<file path="config.mk">
export PLATFORM = sky130hd
export DESIGN_NAME = catc_bus_master
export DESIGN_NICKNAME = d
export VERILOG_FILES = /design/src/rtl/catc_pkg.sv /design/src/rtl/catc_bus_master.sv
export SDC_FILE = /design/constraint.sdc
export NUM_CORES = 1
export LEC_CHECK = 0
export CAP_MARGIN = 20
export CORE_UTILIZATION = 30
export CTS_CLUSTER_SIZE = 40
export DETAILED_ROUTE_END_ITERATION = 10
export PLACE_DENSITY = 0.63
export SYNTH_ARGS = -nofsm -noshare
export SYNTH_HDL_FRONTEND = slang
export SYNTH_SLANG_ARGS = --single-unit
</file>
<file path="constraint.sdc">
create_clock -name clk -period 1.85 [get_ports clk]
set_input_delay 0.555 -clock clk [delete_from_list [all_inputs] [get_ports clk]]
set_output_delay 0.555 -clock clk [all_outputs]
set_load 0.01 [all_outputs]
</file>
<file path="src/rtl/catc_pkg.sv">
// CATC bus master shared types.
// Slot map, command kinds, ALU opcodes and FSM states.
package catc_pkg;

  localparam int CATC_SLOT_OP = 0;
  localparam int CATC_SLOT_A  = 1;
  localparam int CATC_SLOT_B  = 2;
  localparam int CATC_SLOT_ST = 3;

  typedef enum logic [1:0] {
    KIND_EXEC  = 2'b00,
    KIND_STORE = 2'b01,
    KIND_READ  = 2'b10,
    KIND_RSVD  = 2'b11
  } cmd_kind_e;

  localparam logic [2:0] ALU_ADD = 3'd0;
  localparam logic [2:0] ALU_SUB = 3'd1;
  localparam logic [2:0] ALU_AND = 3'd2;
  localparam logic [2:0] ALU_OR  = 3'd3;

  typedef enum logic [3:0] {
    S_IDLE,
    S_W_OP,
    S_W_A,
    S_W_B,
    S_W_ST,
    S_GAP,
    S_R_ADDR,
    S_R_CAP,
    S_RSP
  } state_e;

endpackage

</file>
<file path="src/rtl/catc_bus_master.sv">
// CATC bus initiator: turns host commands into slot write
// sequences and registered reads with a held response.
module catc_bus_master
  import catc_pkg::*;
#(
  parameter int              AW        = 20,
  parameter int              DW        = 20,
  parameter logic [AW-1:0]   IDLE_ADDR = 20'h00010,
  parameter int              WR_GAP    = 0
) (
  input  logic          clk,
  input  logic          rst_n,
  input  logic          cmd_valid,
  output logic          cmd_ready,
  input  logic [1:0]    cmd_kind,
  input  logic [2:0]    cmd_op,
  input  logic [DW-1:0] cmd_a,
  input  logic [DW-1:0] cmd_b,
  input  logic [AW-1:0] cmd_addr,
  output logic [AW-1:0] bus_addr,
  output logic [DW-1:0] bus_wdata,
  input  logic [DW-1:0] bus_rdata,
  output logic          rsp_valid,
  input  logic          rsp_ready,
  output logic [DW-1:0] rsp_data,
  output logic          busy
);

  localparam logic [3:0] GAP_LD = 4'(WR_GAP - 1);

  state_e        state, state_nx;
  state_e        ret, ret_nx;
  state_e        wr_tgt;
  logic          wr_done;
  logic [3:0]    gap, gap_nx;
  logic [DW-1:0] a_q, b_q;
  logic [AW-1:0] addr_nx;
  logic [DW-1:0] wdata_nx;

  assign cmd_ready = (state == S_IDLE);
  assign busy      = (state != S_IDLE);

  always_comb begin
    state_nx = state;
    ret_nx   = ret;
    gap_nx   = gap;
    wr_done  = 1'b0;
    wr_tgt   = S_IDLE;
    addr_nx  = IDLE_ADDR;
    wdata_nx = '0;
    unique case (state)
      S_IDLE: begin
        if (cmd_valid) begin
          unique case (cmd_kind_e'(cmd_kind))
            KIND_EXEC:  state_nx = S_W_OP;
            KIND_STORE: state_nx = S_W_ST;
            KIND_READ:  state_nx = S_R_ADDR;
            KIND_RSVD:  state_nx = S_IDLE;
          endcase
        end
      end
      S_W_OP: begin
        wr_done = 1'b1;
        wr_tgt  = S_W_A;
      end
      S_W_A: begin
        wr_done = 1'b1;
        wr_tgt  = S_W_B;
      end
      S_W_B, S_W_ST: begin
        wr_done = 1'b1;
        wr_tgt  = S_IDLE;
      end
      S_GAP: begin
        if (gap == '0) state_nx = ret;
        else           gap_nx   = gap - 4'd1;
      end
      S_R_ADDR: state_nx = S_R_CAP;
      S_R_CAP:  state_nx = S_RSP;
      S_RSP:    if (rsp_ready) state_nx = S_IDLE;
      default:  state_nx = S_IDLE;
    endcase

    // every write may be followed by a fixed idle gap
    if (wr_done) begin
      if (WR_GAP > 0) begin
        state_nx = S_GAP;
        ret_nx   = wr_tgt;
        gap_nx   = GAP_LD;
      end else begin
        state_nx = wr_tgt;
      end
    end

    // outputs are registered from the state being entered
    case (state_nx)
      S_W_OP: begin
        addr_nx  = AW'(CATC_SLOT_OP);
        wdata_nx = DW'(cmd_op);
      end
      S_W_A: begin
        addr_nx  = AW'(CATC_SLOT_A);
        wdata_nx = a_q;
      end
      S_W_B: begin
        addr_nx  = AW'(CATC_SLOT_B);
        wdata_nx = b_q;
      end
      S_W_ST: begin
        addr_nx  = AW'(CATC_SLOT_ST);
        wdata_nx = cmd_a;
      end
      S_R_ADDR: addr_nx = cmd_addr;
      default: ;
    endcase
  end

  always_ff @(posedge clk or negedge rst_n) begin
    if (!rst_n) begin
      state     <= S_IDLE;
      ret       <= S_IDLE;
      gap       <= '0;
      a_q       <= '0;
      b_q       <= '0;
      bus_addr  <= IDLE_ADDR;
      bus_wdata <= '0;
      rsp_valid <= 1'b0;
      rsp_data  <= '0;
    end else begin
      state     <= state_nx;
      ret       <= ret_nx;
      gap       <= gap_nx;
      bus_addr  <= addr_nx;
      bus_wdata <= wdata_nx;
      rsp_valid <= (state_nx == S_RSP);
      if (cmd_valid && cmd_ready) begin
        a_q <= cmd_a;
        b_q <= cmd_b;
      end
      if (state == S_R_CAP) rsp_data <= bus_rdata;
    end
  end

endmodule

</file>
==> impl_metrics.csv, run 1 <==
group,metric,value,unit
power,ir_drop,0.0006034,V
critical_path,cp_top_family,"flip-flops",
status,violations,"negative setup slack",
synth,ys_types,42,
final_layout,fillers,1208,
cts,clock_path_buffers,2,
final_layout,area_growth,64.94,%
critical_path,path_buf_inv,3,
global_route,grt_overflow,0,
drt,routedWlPerCell,15.91,um
global_route,grt_max_degree,43,
floorplan,die_h,122.1,um
sta,fmax,0.5007,GHz
final_layout,drive_above_1_share,36.01,%
critical_path,end_kind,"output pin",
critical_path,crit_arrival,1.44,ns
cts,cts_tree,"yes",
power,p_leak,3.245,nW
synth,syn_nets,391,
sta,worstMarginPinSlew,0.2647,ns
cts,clk_pin_slew,0.07,ns
global_route,grt_pass1_wl,16540,um
synth,synth_top_cell_area_share,62.48,%
status,status,"complete, but fails checks",
final_layout,post-route-util,51.00,%
cts,worstSkewPairLatency,0.35,ns
critical_path,crit_chain,"nor4_4, buf_4, buf_6, buf_6",
synth,syn-cell-area,4325,um^2
critical_path,cpPeakStageDelay,0.44,ns
floorplan,row_count,43,
cts,cts.sink_count,109,
sta,post-route-min-period,1.997,ns
floorplan,design.core.area,13990,um^2
cts,root_buffer,"clkbuf_16",
sta,setup_viol,53,
critical_path,crit_top_cell,"buf_6",
sta,fin_crit_sh,108.0,%
synth,yosys.area.top_type,"dfrtp_1",
final_layout,n_antenna_cell,0,
sta,relSlewSlack,82.30,%
synth,ys_top_cells_by_area,"dfrtp_1 62%, mux2_2 16%, a21o_1 3.3%, and2_1 2.6%, a22o_2 2.3%",
synth,yosysSeqAreaShare,63.09,%
drt,drc,0,
run,drv_cap,0,
placement,preCtsSetupSlack,-0.9789,ns
sta,finClkSkew,0.006561,ns
drt,drt-pass1-iter-count,4,
final_layout,nNetsFinal,598,
sta,rsz0062_at_grt,"true",
power,power_density,1475,nW/um^2
drt,vias_per_cell,4.606,
placement,portBuffers,151,
sta,hold_violations,0,
critical_path,startpoint_type,"flop",
drt,via_count,3183,
cts,htreeDepth,3,
min_path,min_path_type,"input port to async pin",
placement,hpwlAfterDp,7389,um
drt,routed_wirelength,10990,um
sta,finalWorstSetupSlack,-0.1472,ns
synth,syn_area_per_cell,14.47,um^2
synth,synth-warning-count,0,
critical_path,cp_data_required_time,1.29,ns
cts,cts_buffers,9,
critical_path,cp_max_fo,3,
floorplan,fp.dieW,122.1,um
critical_path,crit_type,"flop to output pin",
synth,synth-seq-cells,109,
sta,report.final.slew_viol_count,0,
drt,first_iter_violations,58,
placement,globalplace.congestion,0.7311,
floorplan,die_area,14900,um^2
global_route,grt_pass1_vias,3376,
critical_path,critical_path.slowest_cell,"dfrtp_1",
floorplan,start_util,30.92,%
drt,antenna_left,0,
synth,syn_inst,299,
global_route,grtUsageTotal,14.86,%
global_route,antenna_found_initial,0,
floorplan,io_pins,152,
[flip-flops by register name, summed over array words and instances, names as in the netlist]
name       flops
a_q           20
b_q           20
bus_addr      20
bus_wdata     20
rsp_data      20
gap            4
state          4
rsp_valid      1
[power by group]
part / internal (mW) / total [mW] / switching, mW
combinational: 2.92 / 4.68 / 1.76
clock: 1.27 / 2.13 / 0.858
sequential: 3.29 / 3.71 / 0.423
total: 7.48 / 10.5 / 3.04
[placed cells by master, fill, tap and decap left out, types with 2 or more instances in the layout]
cell type / n
clkbuf_16: 11
and2_1: 12
nor4_1: 2
nor2_1: 6
dfrtp_2: 2
dlygate4sd2_1: 3
nand2_2: 2
clkdlybuf4s50_1: 144
a21o_1: 19
nor2_2: 2
inv_6: 2
a22o_2: 8
clkbuf_8: 2
nand4b_1: 2
bufinv_16: 2
buf_12: 7
buf_6: 15
inv_1: 4
a221o_1: 2
nand2_1: 5
mux2i_1: 2
mux2_2: 61
a22o_4: 2
a22o_1: 7
o21ai_0: 2
inv_2: 2
buf_4: 34
dfrtp_1: 106
nor2_4: 2
and2_4: 6
[worst reg2reg max path, delay by kind of cell (launching register included)]
kind	cells	cell delay (ns)
AO/OA/AOI/OAI	2	0.23
buffers and inverters	5	0.71
flip-flops	1	0.44
AND/OR/NAND/NOR	3	0.54
[metrics by stage]
stage | total power, mW | cells | setup TNS, ns | hold slack (ns) | cell area, um^2
4_1_cts | 10.46 | 692 | -3.209 | 0.06004 | 7092
6_report | 10.52 | 691 | -2.753 | 0.06782 | 7134
3_5_place_dp | 7.727 | 652 | -39.11 | 0.4377 | 6404
5_1_grt | 11.12 | 691 | -9.685 | 0.06946 | 7134
3_3_place_gp | 7.589 | 652 | -37.66 | 0.4398 | 6404
2_1_floorplan | 5.742 | 299 | -0.5699 | 0.2594 | 4385
[what timing repair did]
action,CTS,global route
buffers inserted,21,3
endpoints found under the setup margin,45,83
hold buffers,0,0
cloned,3,3
resized for setup,41,19
pin swaps,17,10
[logic make-up (layout without fill, tap and decap cells)]
logic type	after synthesis	after routing	synth area share (%)
flip-flops	109	109	63.09
multiplexers	63	63	16.34
AND/OR/NAND/NOR	52	52	7.695
AO/OA/AOI/OAI	51	51	9.633
buffers and inverters	20	232	2.170
adder cells (fa/ha/maj)	3	3	0.8679
XOR/XNOR	1	1	0.2025
[final timing paths]
kind                                      from                       end  slack, ns  cells after the start
max                         state[0]$_DFF_PN0_                 cmd_ready      -0.15                      4
min                                      rst_n  rsp_data[17]$_DFFE_PN0N_       0.07                      1
max reg2reg                 state[0]$_DFF_PN0_   bus_wdata[19]$_DFF_PN0_      -0.12                     10
min reg2reg                a_q[15]$_DFFE_PN0P_   bus_wdata[15]$_DFF_PN0_       0.47                      1
max in group asynchronous                rst_n    bus_addr[13]$_DFF_PN0_       1.26                      2
min in group clk           a_q[15]$_DFFE_PN0P_   bus_wdata[15]$_DFF_PN0_       0.47                      1
[synth_stat cells]
library cell and number:
a211o_1 1, a21boi_1 1, a21o_1 19, a21oi_2 1, a221o_1 2, a22o_1 7
a22o_2 10, a22oi_1 1, a31oi_1 1, a31oi_2 1, and2_1 18, and3_4 1
and4_1 1, buf_2 3, buf_6 2, clkbuf_1 7, dfrtp_1 108, dfstp_2 1
ha_1 3, inv_1 7, inv_2 1, mux2_2 61, mux2i_1 2, nand2_1 8
nand3_1 2, nand3b_1 1, nand4b_1 2, nand4bb_1 1, nor2_1 9, nor2_2 1
nor3_1 1, nor3_4 1, nor3b_2 1, nor4_1 2, nor4_4 1, o21a_1 1
o21ai_0 4, o21bai_1 1, o22ai_1 1, or2_2 1, or4b_2 1, xnor2_1 1
[routing by layer]
metal	track usage, %	part of all wire, %	routed length [um]	vias up
met4	7.088	2.2	246	0
li1	-	-	-	1479
met1	16.90	41	4547	1582
met5	0	0	0	-
met3	4.260	7.0	768	17
met2	25.56	49	5431	105
[final cells by class]
type / count / area [um^2] / area share [%]
tap: 180 / 225.2 / 3.157
multi-input combinational: 170 / 1664 / 23.33
sequential: 109 / 2731 / 38.28
clock buffer: 12 / 256.5 / 3.595
timing repair buffer: 208 / 2135 / 29.92
inverter: 8 / 45.04 / 0.6314
clock inverter: 4 / 77.57 / 1.087
Power figures use the tool's default switching activity.
==> inputs of run 2 (changes only) <==
Settings changed: PLACE_DENSITY 0.63 to default.
==> run 2 against run 1 <==
  * The run still ends with negative setup slack left
  * Sequential power hardly changed
  * Global-route usage is 0.29 points lower
  * Combinational power is 3% lower
  * Clock skew hardly changed
  * Total power is 2.0% lower
  * Critical endpoint is now bus_wdata[2]$_DFF_PN0_
==> impl_metrics.csv, run 2 (synthesized netlist as in run 1, its figures left out) <==
group,metric,value,unit
status,status,"complete, but fails checks",
status,violations,"negative setup slack",
drt,routed_wirelength,10960,um
cts,cts_buffers,9,
floorplan,row_count,43,
critical_path,r2r-end,"bus_wdata[2]$_DFF_PN0_",
placement,portBuffers,151,
drt,routedWlPerCell,16.07,um
drt,wl_met1,4757,um
placement,placed_area,6389,um^2
drt,drc,0,
power,ir_drop,0.0005136,V
min_path,min_path_type,"input port to async pin",
floorplan,design.core.area,13990,um^2
sta,setup_viol,40,
drt,antenna_left,0,
drt,route.met2.wl,5292,um
sta,finalWorstSetupSlack,-0.08037,ns
final_layout,drive_above_1_share,32.47,%
final_layout,seqCellArea,2730,um^2
sta,fmax,0.5180,GHz
floorplan,die_h,122.1,um
sta,rsz0062_at_grt,"true",
floorplan,die_area,14900,um^2
drt,routed.top_layer,"met4",
floorplan,fp.dieW,122.1,um
cts,root_buffer,"clkbuf_16",
critical_path,end_kind,"flop",
sta,tns,-1.718,ns
critical_path,reg2reg_slack,-0.08,ns
final_layout,nNetsFinal,590,
critical_path,startpoint_type,"flop",
critical_path,crit_type,"flop to flop",
sta,finClkSkew,0.006384,ns
cts,cts_tree,"yes",
placement,preCtsSetupSlack,-1.013,ns
final_layout,final_area,7041,um^2
sta,worstMarginPinSlew,0.3053,ns
power,p_leak,3.232,nW
global_route,grt_max_degree,44,
sta,report.final.slew_viol_count,0,
global_route,antenna_found_initial,0,
sta,post-route-min-period,1.930,ns
global_route,grt_pass1_wl,16390,um
final_layout,layout_common_cells,"142 x clkdlybuf4s50_1, 107 x dfrtp_1, 61 x mux2_2",
sta,whs,0.09759,ns
critical_path,cp_data_required_time,2.08,ns
critical_path,r2r_cells,9,
floorplan,io_pins,152,
power,power_density,1464,nW/um^2
run,drv_cap,0,
sta,fin_crit_sh,104.3,%
cts,hold_buffers,0,
drt,drt-pass1-iter-count,4,
critical_path,reg2reg_from,"state[1]$_DFF_PN0_",
final_layout,layout_commonest_cell,"clkdlybuf4s50_1",
final_layout,n_antenna_cell,0,
drt,via_count,3115,
drt,vias_per_cell,4.567,
final_layout,area_growth,62.77,%
floorplan,start_util,30.92,%
cts,cts.sink_count,109,
cts,clock_path_buffers,2,
placement,globalplace.congestion,0.7361,
cts,clk_pin_slew,0.07,ns
global_route,grt_pass1_vias,3210,
drt,dr_wl_met3,739,um
critical_path,cp_max_fo,4,
global_route,grt_overflow,0,
final_layout,multiInputGateArea,1629,um^2
sta,relSlewSlack,79.65,%
sta,hold_violations,0,
cts,htreeDepth,3,
global_route,grtUsageTotal,14.57,%
placement,hpwlAfterDp,7306,um
critical_path,crit_arrival,2.16,ns
drt,first_iter_violations,96,
cts,worstSkewPairLatency,0.35,ns
final_layout,fillers,1210,
-- run 2: cell count changes in the layout (fill, tap and decap cells not counted), moves of 2 or more --
| cell | previous run | this run |
|---|---|---|
| and2_1 | 12 | 17 |
| and2_4 | 6 | 1 |
| buf_12 | 7 | 9 |
| buf_4 | 34 | 24 |
| clkdlybuf4s50_1 | 144 | 142 |
| dlymetal6s2s_1 | 0 | 3 |
| nand2_1 | 5 | 7 |
| nand2_2 | 2 | 0 |
-- run 2: worst max-delay path, cell delays in order, from the launching register on --
cell and delay [ns]:
dfrtp_1 0.42, buf_6 0.14, buf_6 0.11, nor3b_4 0.15, buf_6 0.11, a21oi_4 0.18, buf_6 0.16, mux2i_2 0.22
nor2_2 0.06, a221o_1 0.26
-- run 2: per-layer routing --
metal	vias to the layer above	GRT usage (%)
li1	1463	-
met1	1546	18.17
met2	95	23.23
met3	11	4.448
met4	0	6.402
met5	-	0
-- run 2: timing repair --
item                       in CTS  in global routing
cloned                          0                  3
setup buffers                  10                  5
pin swaps                      17                 10
gates resized for setup        21                 25
setup endpoints to repair      43                 57
-- run 2: how the worst max path moves through the flow --
stage | depth (start not counted) | endpoint | slack (ns) | start
global placement | 9 | bus_wdata[16]$_DFF_PN0_ | -0.99 | cmd_kind[0]
detailed placement | 9 | bus_wdata[13]$_DFF_PN0_ | -1.01 | cmd_kind[0]
floorplan | 8 | bus_wdata[0]$_DFF_PN0_ | -0.08 | cmd_kind[0]
finish | 9 | bus_wdata[2]$_DFF_PN0_ | -0.08 | state[1]$_DFF_PN0_
global route | 9 | bus_wdata[4]$_DFF_PN0_ | -0.16 | state[1]$_DFF_PN0_
CTS | 9 | bus_wdata[2]$_DFF_PN0_ | -0.11 | state[1]$_DFF_PN0_
-- run 2: power breakdown --
group	leakage [nW]	switching [mW]	total (mW)	internal [mW]
clock network	0.153	0.826	2.05	1.22
registers	1.36	0.434	3.72	3.29
logic	1.71	1.72	4.54	2.82
-- run 2: through the flow --
stage          power [mW]  util (%)  cells
6_report            10.30     50.33    682
5_1_grt             10.91     50.33    682
4_1_cts             10.05     48.85    674
3_5_place_dp        7.709     45.67    650
3_3_place_gp        7.584     45.67    650
2_1_floorplan       5.742         -    299
-- run 2: cell type report --
cell class / instances / share of cell area (%)
clock buffer: 12 / 3.501
clock inverter: 3 / 0.9774
inverter: 8 / 0.6398
multi-input combinational: 170 / 23.14
sequential: 109 / 38.78
tap: 180 / 3.199
timing repair buffer: 200 / 29.77
